==> src/rtl/maxpool2x2_stage_if.sv <==
// -----------------------------------------------------------------------------
// maxpool2x2_stage_if
//   Bundles the pool stage's controller handshake, its ReLU-buffer read port and
//   its pooled-buffer write port.
//   The parameters must match the ones used on the attached maxpool2x2_stage.
//
//   Signals
//     pool_start  controller -> stage   one-cycle start pulse
//     pool_done   stage -> controller   one-cycle completion pulse
//     busy        stage -> controller   pass in progress
//     in_addr     stage -> ReLU buffer  read address
//     in_re       stage -> ReLU buffer  read enable
//     in_data     ReLU buffer -> stage  read data, one cycle after in_re
//     out_addr    stage -> pooled buf   write address
//     out_data    stage -> pooled buf   write data
//     out_we      stage -> pooled buf   write strobe
//
//   Modports
//     master  controller/buffer side
//     slave   pool stage side
// -----------------------------------------------------------------------------
interface maxpool2x2_stage_if #(
  parameter int DATA_WIDTH = 16,
  parameter int CHANNELS   = 8,
  parameter int IN_H       = 28,
  parameter int IN_W       = 28
);
  localparam int OUT_H  = IN_H / 2;
  localparam int OUT_W  = IN_W / 2;
  localparam int IN_N   = CHANNELS * IN_H * IN_W;
  localparam int OUT_N  = CHANNELS * OUT_H * OUT_W;
  localparam int IN_AW  = (IN_N > 1) ? $clog2(IN_N) : 1;
  localparam int OUT_AW = (OUT_N > 1) ? $clog2(OUT_N) : 1;

  logic                         pool_start;
  logic                         pool_done;
  logic                         busy;
  logic [IN_AW-1:0]             in_addr;
  logic                         in_re;
  logic signed [DATA_WIDTH-1:0] in_data;
  logic [OUT_AW-1:0]            out_addr;
  logic signed [DATA_WIDTH-1:0] out_data;
  logic                         out_we;

  modport master (
    output pool_start, in_data,
    input  pool_done, busy, in_addr, in_re, out_addr, out_data, out_we
  );

  modport slave (
    input  pool_start, in_data,
    output pool_done, busy, in_addr, in_re, out_addr, out_data, out_we
  );
endinterface

==> src/rtl/maxpool2x2_stage.sv <==
// -----------------------------------------------------------------------------
// maxpool2x2_stage
//   2x2 / stride-2 max pooling over a CHANNELS x IN_H x IN_W feature map held
//   in a synchronous-read RAM, writing a CHANNELS x OUT_H x OUT_W map into a
//   synchronous-write RAM. One pass per pool_start pulse, ending in a
//   one-cycle pool_done pulse. Each window takes 6 cycles: 4 reads, one cycle
//   to absorb the last read's data, one write.
//
//   Ports
//     clk      rising-edge clock
//     reset_n  asynchronous active-low reset (aborts any pass in progress)
//     bus      maxpool2x2_stage_if.slave: pool_start/pool_done/busy handshake,
//              in_addr/in_re/in_data read port, out_addr/out_data/out_we
//              write port. Every output is driven straight from a flop.
//
//   Build option
//     POOL_FUSED_RELU_EN  when defined, negative window maxima are written
//                         as 0. Timing is the same in both builds.
// -----------------------------------------------------------------------------
module maxpool2x2_stage #(
  parameter int DATA_WIDTH = 16,
  parameter int CHANNELS   = 8,
  parameter int IN_H       = 28,
  parameter int IN_W       = 28
) (
  input logic             clk,
  input logic             reset_n,
  maxpool2x2_stage_if.slave bus
);
  localparam int OUT_H  = IN_H / 2;
  localparam int OUT_W  = IN_W / 2;
  localparam int IN_N   = CHANNELS * IN_H * IN_W;
  localparam int OUT_N  = CHANNELS * OUT_H * OUT_W;
  localparam int IN_AW  = (IN_N > 1) ? $clog2(IN_N) : 1;
  localparam int OUT_AW = (OUT_N > 1) ? $clog2(OUT_N) : 1;
  localparam int CH_W   = (CHANNELS > 1) ? $clog2(CHANNELS) : 1;
  localparam int ROW_W  = (OUT_H > 1) ? $clog2(OUT_H) : 1;
  localparam int COL_W  = (OUT_W > 1) ? $clog2(OUT_W) : 1;

  // Address strides, reduced modulo 2^IN_AW; the final address always fits,
  // so the modular sum is exact.
  localparam logic [IN_AW-1:0]  PLANE_A   = IN_AW'(IN_H * IN_W);
  localparam logic [IN_AW-1:0]  ROW_A     = IN_AW'(IN_W);
  localparam logic [OUT_AW-1:0] LAST_WIN  = OUT_AW'(OUT_N - 1);
  localparam logic [ROW_W-1:0]  LAST_ROW  = ROW_W'(OUT_H - 1);
  localparam logic [COL_W-1:0]  LAST_COL  = COL_W'(OUT_W - 1);

  typedef enum logic [2:0] {S_IDLE, S_RD, S_LAST, S_WR, S_DONE} state_t;

  state_t                       state_q, state_d;
  logic [1:0]                   sub_q, sub_d;     // read slot within window
  logic [CH_W-1:0]              ch_q, ch_d;
  logic [ROW_W-1:0]             row_q, row_d;     // output row
  logic [COL_W-1:0]             col_q, col_d;     // output column
  logic [OUT_AW-1:0]            win_q, win_d;     // output index of window
  logic signed [DATA_WIDTH-1:0] max_q, max_d;

  logic [IN_AW-1:0]             in_addr_q, in_addr_d;
  logic                         in_re_q, in_re_d;
  logic [OUT_AW-1:0]            out_addr_q, out_addr_d;
  logic signed [DATA_WIDTH-1:0] out_data_q, out_data_d;
  logic                         out_we_q, out_we_d;
  logic                         pool_done_q, pool_done_d;
  logic                         busy_q, busy_d;

  logic signed [DATA_WIDTH-1:0] win_max;
  logic signed [DATA_WIDTH-1:0] out_val;

  // State register
  always_ff @(posedge clk or negedge reset_n) begin
    if (!reset_n) begin
      state_q     <= S_IDLE;
      sub_q       <= '0;
      ch_q        <= '0;
      row_q       <= '0;
      col_q       <= '0;
      win_q       <= '0;
      max_q       <= '0;
      in_addr_q   <= '0;
      in_re_q     <= 1'b0;
      out_addr_q  <= '0;
      out_data_q  <= '0;
      out_we_q    <= 1'b0;
      pool_done_q <= 1'b0;
      busy_q      <= 1'b0;
    end else begin
      state_q     <= state_d;
      sub_q       <= sub_d;
      ch_q        <= ch_d;
      row_q       <= row_d;
      col_q       <= col_d;
      win_q       <= win_d;
      max_q       <= max_d;
      in_addr_q   <= in_addr_d;
      in_re_q     <= in_re_d;
      out_addr_q  <= out_addr_d;
      out_data_q  <= out_data_d;
      out_we_q    <= out_we_d;
      pool_done_q <= pool_done_d;
      busy_q      <= busy_d;
    end
  end

  // Next-state and scan counters
  always_comb begin
    state_d = state_q;
    sub_d   = sub_q;
    ch_d    = ch_q;
    row_d   = row_q;
    col_d   = col_q;
    win_d   = win_q;
    case (state_q)
      S_IDLE: begin
        if (bus.pool_start) begin
          state_d = S_RD;
          sub_d   = '0;
          ch_d    = '0;
          row_d   = '0;
          col_d   = '0;
          win_d   = '0;
        end
      end
      S_RD: begin
        sub_d = sub_q + 2'd1;   // wraps to 0 after the 4th read
        if (sub_q == 2'd3) state_d = S_LAST;
      end
      S_LAST: state_d = S_WR;
      S_WR: begin
        if (win_q == LAST_WIN) begin
          state_d = S_DONE;
        end else begin
          state_d = S_RD;
          win_d   = win_q + 1'b1;
          if (col_q == LAST_COL) begin
            col_d = '0;
            if (row_q == LAST_ROW) begin
              row_d = '0;
              ch_d  = ch_q + 1'b1;
            end else begin
              row_d = row_q + 1'b1;
            end
          end else begin
            col_d = col_q + 1'b1;
          end
        end
      end
      S_DONE: state_d = S_IDLE;   // a start pulse here is deliberately dropped
      default: state_d = S_IDLE;
    endcase
  end

  // Running max of the current window plus the candidate including in_data.
  assign win_max = (max_q > bus.in_data) ? max_q : bus.in_data;

`ifdef POOL_FUSED_RELU_EN
  assign out_val = win_max[DATA_WIDTH-1] ? '0 : win_max;
`else
  assign out_val = win_max;
`endif

  // Output logic: outputs are registered, so they are decoded from the state
  // being entered. Read data lags in_re by one cycle, so the sample issued in
  // RD slot s arrives in RD slot s+1, and the 4th one arrives in LAST.
  always_comb begin
    in_re_d     = (state_d == S_RD);
    out_we_d    = (state_d == S_WR);
    pool_done_d = (state_d == S_DONE);
    busy_d      = (state_d != S_IDLE);
    in_addr_d   = in_addr_q;
    out_addr_d  = out_addr_q;
    out_data_d  = out_data_q;
    max_d       = max_q;

    if (state_d == S_RD) begin
      in_addr_d = IN_AW'(ch_d) * PLANE_A
                + (IN_AW'(row_d) + IN_AW'(row_d) + IN_AW'(sub_d[1])) * ROW_A
                + IN_AW'(col_d) + IN_AW'(col_d) + IN_AW'(sub_d[0]);
    end

    if (state_q == S_RD && sub_q == 2'd1) begin
      max_d = bus.in_data;                  // first sample seeds the max
    end else if (state_q == S_RD && sub_q >= 2'd2) begin
      max_d = win_max;
    end

    if (state_q == S_LAST) begin
      out_data_d = out_val;
      out_addr_d = win_q;
    end
  end

  assign bus.in_addr   = in_addr_q;
  assign bus.in_re     = in_re_q;
  assign bus.out_addr  = out_addr_q;
  assign bus.out_data  = out_data_q;
  assign bus.out_we    = out_we_q;
  assign bus.pool_done = pool_done_q;
  assign bus.busy      = busy_q;
endmodule
==> src/flat_wrapper.sv <==
// flat-port wrapper written by rule: the top's interface ports become plain ports
module maxpool2x2_stage_flat 
#(
  parameter int DATA_WIDTH = 16,
  parameter int CHANNELS   = 8,
  parameter int IN_H       = 28,
  parameter int IN_W       = 28
)
  (clk, reset_n, bus_pool_start, bus_in_data, bus_pool_done, bus_busy, bus_in_addr, bus_in_re, bus_out_addr, bus_out_data, bus_out_we);
  maxpool2x2_stage_if #(.DATA_WIDTH(DATA_WIDTH), .CHANNELS(CHANNELS), .IN_H(IN_H), .IN_W(IN_W)) bus_i ();
  input logic clk;
  input logic reset_n;
  input wire logic [$bits(bus_i.pool_start)-1:0] bus_pool_start;
  input wire logic [$bits(bus_i.in_data)-1:0] bus_in_data;
  output wire logic [$bits(bus_i.pool_done)-1:0] bus_pool_done;
  output wire logic [$bits(bus_i.busy)-1:0] bus_busy;
  output wire logic [$bits(bus_i.in_addr)-1:0] bus_in_addr;
  output wire logic [$bits(bus_i.in_re)-1:0] bus_in_re;
  output wire logic [$bits(bus_i.out_addr)-1:0] bus_out_addr;
  output wire logic [$bits(bus_i.out_data)-1:0] bus_out_data;
  output wire logic [$bits(bus_i.out_we)-1:0] bus_out_we;
  assign bus_i.pool_start = bus_pool_start;
  assign bus_i.in_data = bus_in_data;
  assign bus_pool_done = bus_i.pool_done;
  assign bus_busy = bus_i.busy;
  assign bus_in_addr = bus_i.in_addr;
  assign bus_in_re = bus_i.in_re;
  assign bus_out_addr = bus_i.out_addr;
  assign bus_out_data = bus_i.out_data;
  assign bus_out_we = bus_i.out_we;
  maxpool2x2_stage #(.DATA_WIDTH(DATA_WIDTH), .CHANNELS(CHANNELS), .IN_H(IN_H), .IN_W(IN_W)) u_core (.clk(clk), .reset_n(reset_n), .bus(bus_i));
endmodule
==> config.mk <==
export PLATFORM = sky130hd
export DESIGN_NAME = maxpool2x2_stage_flat
export DESIGN_NICKNAME = d
export VERILOG_FILES = /design/src/rtl/maxpool2x2_stage_if.sv /design/src/rtl/maxpool2x2_stage.sv /design/src/flat_wrapper.sv
export SDC_FILE = /design/constraint.sdc
export NUM_CORES = 1
export LEC_CHECK = 0
export ABC_AREA = 1
export CAP_MARGIN = 20
export CORE_MARGIN = 3
export CORE_UTILIZATION = 60
export DETAILED_ROUTE_END_ITERATION = 6
export PLACE_DENSITY = 0.84
export SLEW_MARGIN = 5
export SYNTH_ARGS = -nofsm -noshare
export SYNTH_HDL_FRONTEND = slang
export SYNTH_SLANG_ARGS = --single-unit
==> constraint.sdc <==
create_clock -name clk -period 12.7 [get_ports clk]
set_input_delay 2.54 -clock clk [delete_from_list [all_inputs] [get_ports clk]]
set_output_delay 2.54 -clock clk [all_outputs]
set_load 0.01 [all_outputs]
-- Yosys cells after proc, flatten, opt, wreduce, memory -nomap -nowiden
Index checks and enable logic that the tools add are counted.
- bits of input ports: 19
- flip-flop bits (word level): 87
- logic and storage cells: 75
- output and inout port bits: 44
- equal/unequal tests: 13
- multiply operators: 2
- multiplexer cells: 26
- reductions and logical operators: 7
- add/sub/neg operators: 11
- $lt $le $gt $ge: 2
- operators with widths (kind ; number):
    two-way mux 16 bit ; 3
    two-way mux 4 bit ; 7
    adder 13 x 1 -> 13 bit ; 2
    adder 13 x 4 -> 13 bit ; 2
    two-way mux 11 bit ; 2
    one-hot mux 11 bit (2 select lines) ; 1
    two-way mux 3 bit ; 7
    > comparator 16 bit ; 1
    one-hot mux 4 bit (2 select lines) ; 2
    adder 13 bit ; 1
    multiplier 13 x 3 -> 11 bit (second input constant) ; 1
    one-hot mux 3 bit (4 select lines) ; 1
    adder 11 x 1 -> 11 bit (second input constant) ; 1
    equality test 11 bit (second input constant) ; 1
    equality test 3 x 2 -> 1 bit (second input constant) ; 3
    multiplier 3 x 6 -> 9 bit (second input constant) ; 1
    adder 4 x 1 -> 4 bit (second input constant) ; 2
    equality test 4 bit (second input constant) ; 2
    equality test 3 x 1 -> 1 bit (second input constant) ; 2
    one-hot mux 3 bit (2 select lines) ; 1
    adder 4 x 4 -> 5 bit ; 1
    inequality test 2 bit (second input constant) ; 2
    one-hot mux 2 bit (2 select lines) ; 1
    nonzero test 2 bit ; 2
    other kinds (11) ; 12

-- Depth between registers and ports, before layout
- depth after elaboration: 12
- depth in mapped cells: 31
- mapped depth without buffers: 30

-- Least setup slack after synthesis
No wires, ideal clock.
- path type: input port to flip-flop
- start: input bus_pool_start
- end: register u_core.in_addr_q[12], in the netlist u_core.bus.in_addr[12]
- data required time: 12.618 ns
- buffers on the path: 1
- arrival: 6.092 ns
- path slack: 6.526 ns
- stages on the path: 26
- library setup time: 0.082 ns
- cells stage by stage: inv_1 nand3_1 nand2_4 clkinv_4 o21ai_2 inv_2 buf_6 o21ai_1 inv_1 fa_1 inv_1 ha_1 nand2_1 nor2_1 a211oi_1 nor2_1 o21ai_0 nand2_1 ha_1 ha_1 nand2_1 nor3_1 nand3_1 nand2_1 nand2_1 a31oi_1
- longest elaborated chain between the ends: 9
- ends and longest elaborated chain (element ; RTL line ; text):
    start, declared ; flat_wrapper.sv:13 ; input wire logic [$bits(bus_i.pool_start)-1:0] bus_pool_start;
    two-way mux 4 bit ; maxpool2x2_stage.sv:114 ; if (bus.pool_start) begin
    one-hot mux 4 bit (2 select lines) ; maxpool2x2_stage.sv:112 ; case (state_q)
    via u_core.row_d[3] ; maxpool2x2_stage.sv:53 ; logic [ROW_W-1:0] row_q, row_d;
    adder 4 x 4 -> 5 bit ; maxpool2x2_stage.sv:176 ; + (IN_AW'(row_d) + IN_AW'(row_d) + IN_AW'(sub_d[1])) * ROW_A
    adder 13 x 1 -> 13 bit ; maxpool2x2_stage.sv:176 ;
    multiplier 13 x 3 -> 11 bit ; maxpool2x2_stage.sv:176 ;
    adder 13 bit ; maxpool2x2_stage.sv:176 ;
    adder 13 x 4 -> 13 bit (2 in series) ; maxpool2x2_stage.sv:177 ; + IN_AW'(col_d) + IN_AW'(col_d) + IN_AW'(sub_d[0]);
    adder 13 x 1 -> 13 bit ; maxpool2x2_stage.sv:177 ;
    end signal, assigned ; maxpool2x2_stage.sv:94 ; in_addr_q <= in_addr_d;
    end, declared ; maxpool2x2_stage.sv:58 ; logic [IN_AW-1:0] in_addr_q, in_addr_d;
The timed path passes the listed nets, and every way through them passes these cells.
A chain may end at the register's enable or synchronous reset.

-- Final worst setup path
Ends and elaborated chain as after synthesis.

==> impl_metrics.csv <==
group,metric,value,unit
critical_path,required,12.98,ns
synthesis,ys_ff_latch,87,
clock_network,clk_path_buf_depth,2,
power,p_per_area,129,mW/mm^2
clock_network,cts_buffers,9,
critical_path,crit_chain,"clkdlybuf4s50_1 > inv_1 > nand3_1 > nand2_4 > clkinv_4 > o21ai_0 > inv_1 > fa_1 > inv_1 > ha_1 > nand2_1 > nor2_1 > a211oi_1 > nor2_1 > o21ai_0 > nand2_1 > ha_1 > ha_1 > nand2_1 > nor3_1 > nand3_1 > nand2_1 > nand2_1 > a31oi_1",
timing,fin_skew,0.0157,ns
placed_design,dp_cells,848,
synthesis,syn-instance-count,696,
drt,drt_iter0_drc,211,
clock_network,cts-root-buf,"clkbuf_8",
clock_network,h-tree-depth,3,
floorplan,die_w,102,microns
synthesis,ys_seq_area_frac,0.391,
placed_design,port_buffers,62,
synthesis,netlist_area,0.00557,sq mm
power,report.power.total,0.834,mW
run,drv_cap,0,
critical_path,worstPathBufferInverterCount,5,
outcome,status,"complete, no violations",
clock_network,cts_tree,"yes",
drt,viasPerCell,5.51,
global_routing,first_global_vias,4606,
global_routing,grt_use_total,0.251,
timing,period_share,0.528,
timing,tns,0,ns
drt,drtPass1Iterations,4,
drt,wl_per_cell,14.4,microns
timing,holdWs,0.484,ns
timing,setup_viol,0,
global_routing,grt_pass1_wl,21000,microns
drt,drtAntennaViolNets,0,
critical_path,path_max_fanout,6,
timing,slew_headroom,0.474,
synthesis,async_flop_share,1.00,
placed_design,dp_hpwl,9110,microns
power,irDropWorstVdd,0.0000681,V
synthesis,syn-num-nets,769,
critical_path,end_kind,"flip-flop",
critical_path,r2r_cells,27,
synthesis,synth_cell_types,45,
timing,grt_setup_unrepaired,"no",
placed_design,routabilityCongestion,0.852,
placed_design,placed_cell_area,0.00623,sq mm
placed_design,place_ws,5.67,ns
cells_and_area,fillers,681,
cells_and_area,n_antenna_cell,0,
power,cellLeakagePower,3.38,nW
critical_path,cp.arrival,6.98,ns
clock_network,cts.sinks,87,
cells_and_area,drive_gt1_frac,0.0910,
critical_path,cp_common_cell,"nand2_1",
drt,vias,4774,
cells_and_area,finalNonFillerCells,866,
floorplan,die_h,102,microns
global_routing,overflow,0,
clock_network,clk_pin_slew,0.10,ns
clock_network,hold_buffers,0,
synthesis,synth_ff_type,"dfrtp_1",
timing,finalCriticalPeriod,6.71,ns
cells_and_area,fin_util,0.730,
critical_path,critPathLaunchType,"primary input",
synthesis,synth_edf_count,0,
timing,hold_violations,0,
cells_and_area,nNetsFinal,826,
critical_path,cpPeakStageDelay,0.54,ns
drt,wl,12500,microns
hold_path,hold_path_depth,2,
floorplan,ios,63,
floorplan,die-area,0.0105,sq mm
clock_network,worstSkewPairLatency,0.36,ns
floorplan,start_util,0.629,
drt,drc_errors,0,
global_routing,grt_max_degree,88,
hold_path,hp-class,"flip-flop to flip-flop",
critical_path,critical-path-top-delay-family,"adder cells",
floorplan,rows,34,
critical_path,slowest_stage,"fa_1",
clock_network,cts_resized,0,
critical_path,crit_type,"primary input to flip-flop",
critical_path,path_depth,24,
synthesis,yosys_warnings,0,
timing,worstMarginPinSlew,0.787,ns
synthesis,avgSynthCellArea,8.00,sq um
timing,slew_violations,0,
global_routing,antenna_found_initial,0,
timing,postLayoutSetupSlackWorst,5.99,ns
clock_network,cts_setup_buffers,0,
timing,max_freq,149,MHz
cells_and_area,areaGrowthSynthToFinish,16.1,%
floorplan,core_area,0.00885,sq mm
cells_and_area,final_area,0.00646,sq mm
[worst paths after layout]
path	startpoint	end	slack [ns]
max in group asynchronous	reset_n	u_core.max_q[5]$_DFFE_PN0P_	9.95
hold reg to reg	u_core.bus.out_data[9]$_DFFE_PN0N_	u_core.bus.out_data[9]$_DFFE_PN0N_	0.48
min in group asynchronous	reset_n	u_core.max_q[10]$_DFFE_PN0P_	2.11
setup reg to reg	u_core.win_q[0]$_DFFE_PN0P_	u_core.bus.in_addr[12]$_DFFE_PN0P_	7.71
hold / removal	u_core.bus.out_data[9]$_DFFE_PN0N_	u_core.bus.out_data[9]$_DFFE_PN0N_	0.48
setup / recovery	bus_pool_start	u_core.bus.in_addr[12]$_DFFE_PN0P_	5.99
[Yosys cell counts, types with 2 or more instances]
cell type | instances | area share
nand4_1 | 19 | 0.021
xor2_1 | 11 | 0.017
nor2_1 | 29 | 0.020
o21ai_0 | 33 | 0.030
nand2_1 | 217 | 0.15
a21oi_1 | 34 | 0.031
clkbuf_1 | 9 | 0.0061
buf_2 | 6 | 0.0054
o21ai_2 | 2 | 0.0031
inv_1 | 84 | 0.057
nor3_1 | 4 | 0.0036
nand4_4 | 2 | 0.0076
nand3_2 | 2 | 0.0036
nor2_2 | 4 | 0.0045
a31oi_1 | 3 | 0.0034
a21o_1 | 3 | 0.0040
o31ai_1 | 2 | 0.0027
nand3_1 | 25 | 0.022
xnor2_1 | 2 | 0.0031
ha_1 | 49 | 0.11
o211ai_1 | 3 | 0.0040
inv_2 | 9 | 0.0061
dfrtp_1 | 87 | 0.39
nor3_4 | 2 | 0.0058
fa_1 | 5 | 0.018
a211oi_1 | 2 | 0.0027
nand3_4 | 2 | 0.0063
nand2_2 | 16 | 0.018
nand2_4 | 3 | 0.0061
o21ai_1 | 12 | 0.011
[cells in the final DEF, fill, tap and decap left out, drive strengths merged, types with 2 or more instances in the layout]
cell type,instances
nand2,236
inv,94
dfrtp,87
clkdlybuf4s50,61
ha,49
o21ai,47
a21oi,35
nor2,35
nand3,29
nand4,21
xor2,11
clkbuf,10
nor3,7
fa,5
clkinv,5
a31oi,3
a21o,3
o211ai,3
buf,3
a211oi,2
xnor2,2
o31ai,2
[cells by family (layout without fill, tap and decap cells)]
logic type,Yosys count,count (layout),share of synthesized area
xor+xnor,13,13,0.0205
flops,87,87,0.391
buf+inv,112,174,0.0818
compound gates,100,100,0.102
simple gates,330,330,0.276
fa+ha+maj,54,54,0.128
[per-layer routing]
layer	wire length, microns	vias up	share of wire	GRT usage
li1	-	2357	-	-
met1	5560	2238	0.44	0.334
met2	6020	153	0.48	0.412
met3	688	26	0.055	0.0580
met4	217	0	0.017	0.0737
met5	0	-	0	0
[worst reg2reg max path, cell delays in order, from the launching register on]
cell,delay (ns)
dfrtp_1,0.40
ha_1,0.20
nand2_1,0.15
nor2_8,0.20
nand4_4,0.15
nand2_2,0.16
o21ai_0,0.09
o41ai_1,0.06
nand2_1,0.08
o21ai_0,0.19
inv_1,0.20
fa_1,0.54
inv_1,0.05
ha_1,0.34
nand2_1,0.09
nor2_1,0.04
a211oi_1,0.29
nor2_1,0.07
o21ai_0,0.15
nand2_1,0.08
ha_1,0.31
ha_1,0.32
nand2_1,0.08
nor3_1,0.21
nand3_1,0.16
nand2_1,0.10
nand2_1,0.05
a31oi_1,0.15
[state kept, by name (all words and copies together) (netlist names)]
name / cells
u_core.state_q: 3
u_core.sub_q: 2
u_core.bus.out_we: 1
u_core.bus.pool_done: 1
u_core.ch_q: 3
u_core.win_q: 11
u_core.row_q: 4
u_core.max_q: 16
u_core.bus.in_addr: 13
u_core.col_q: 4
u_core.bus.out_data: 16
u_core.bus.busy: 1
u_core.bus.in_re: 1
u_core.bus.out_addr: 11
[layout make-up]
type	instances	area, sq um	area share
timing repair buffer	64	661	0.102
clock inverter	6	43.8	0.00678
inverter	94	358	0.0554
multi-input combinational	497	2950	0.456
clock buffer	10	138	0.0213
tap	108	135	0.0209
sequential	87	2180	0.337
[power breakdown]
part | switching [mW] | internal, mW | leakage (nW)
Clock | 0.104 | 0.0772 | 0.0926
Combinational | 0.169 | 0.125 | 2.27
Sequential | 0.0346 | 0.324 | 1.02
Total | 0.308 | 0.527 | 3.38
Note: power is estimated with default switching activity, not from simulation.
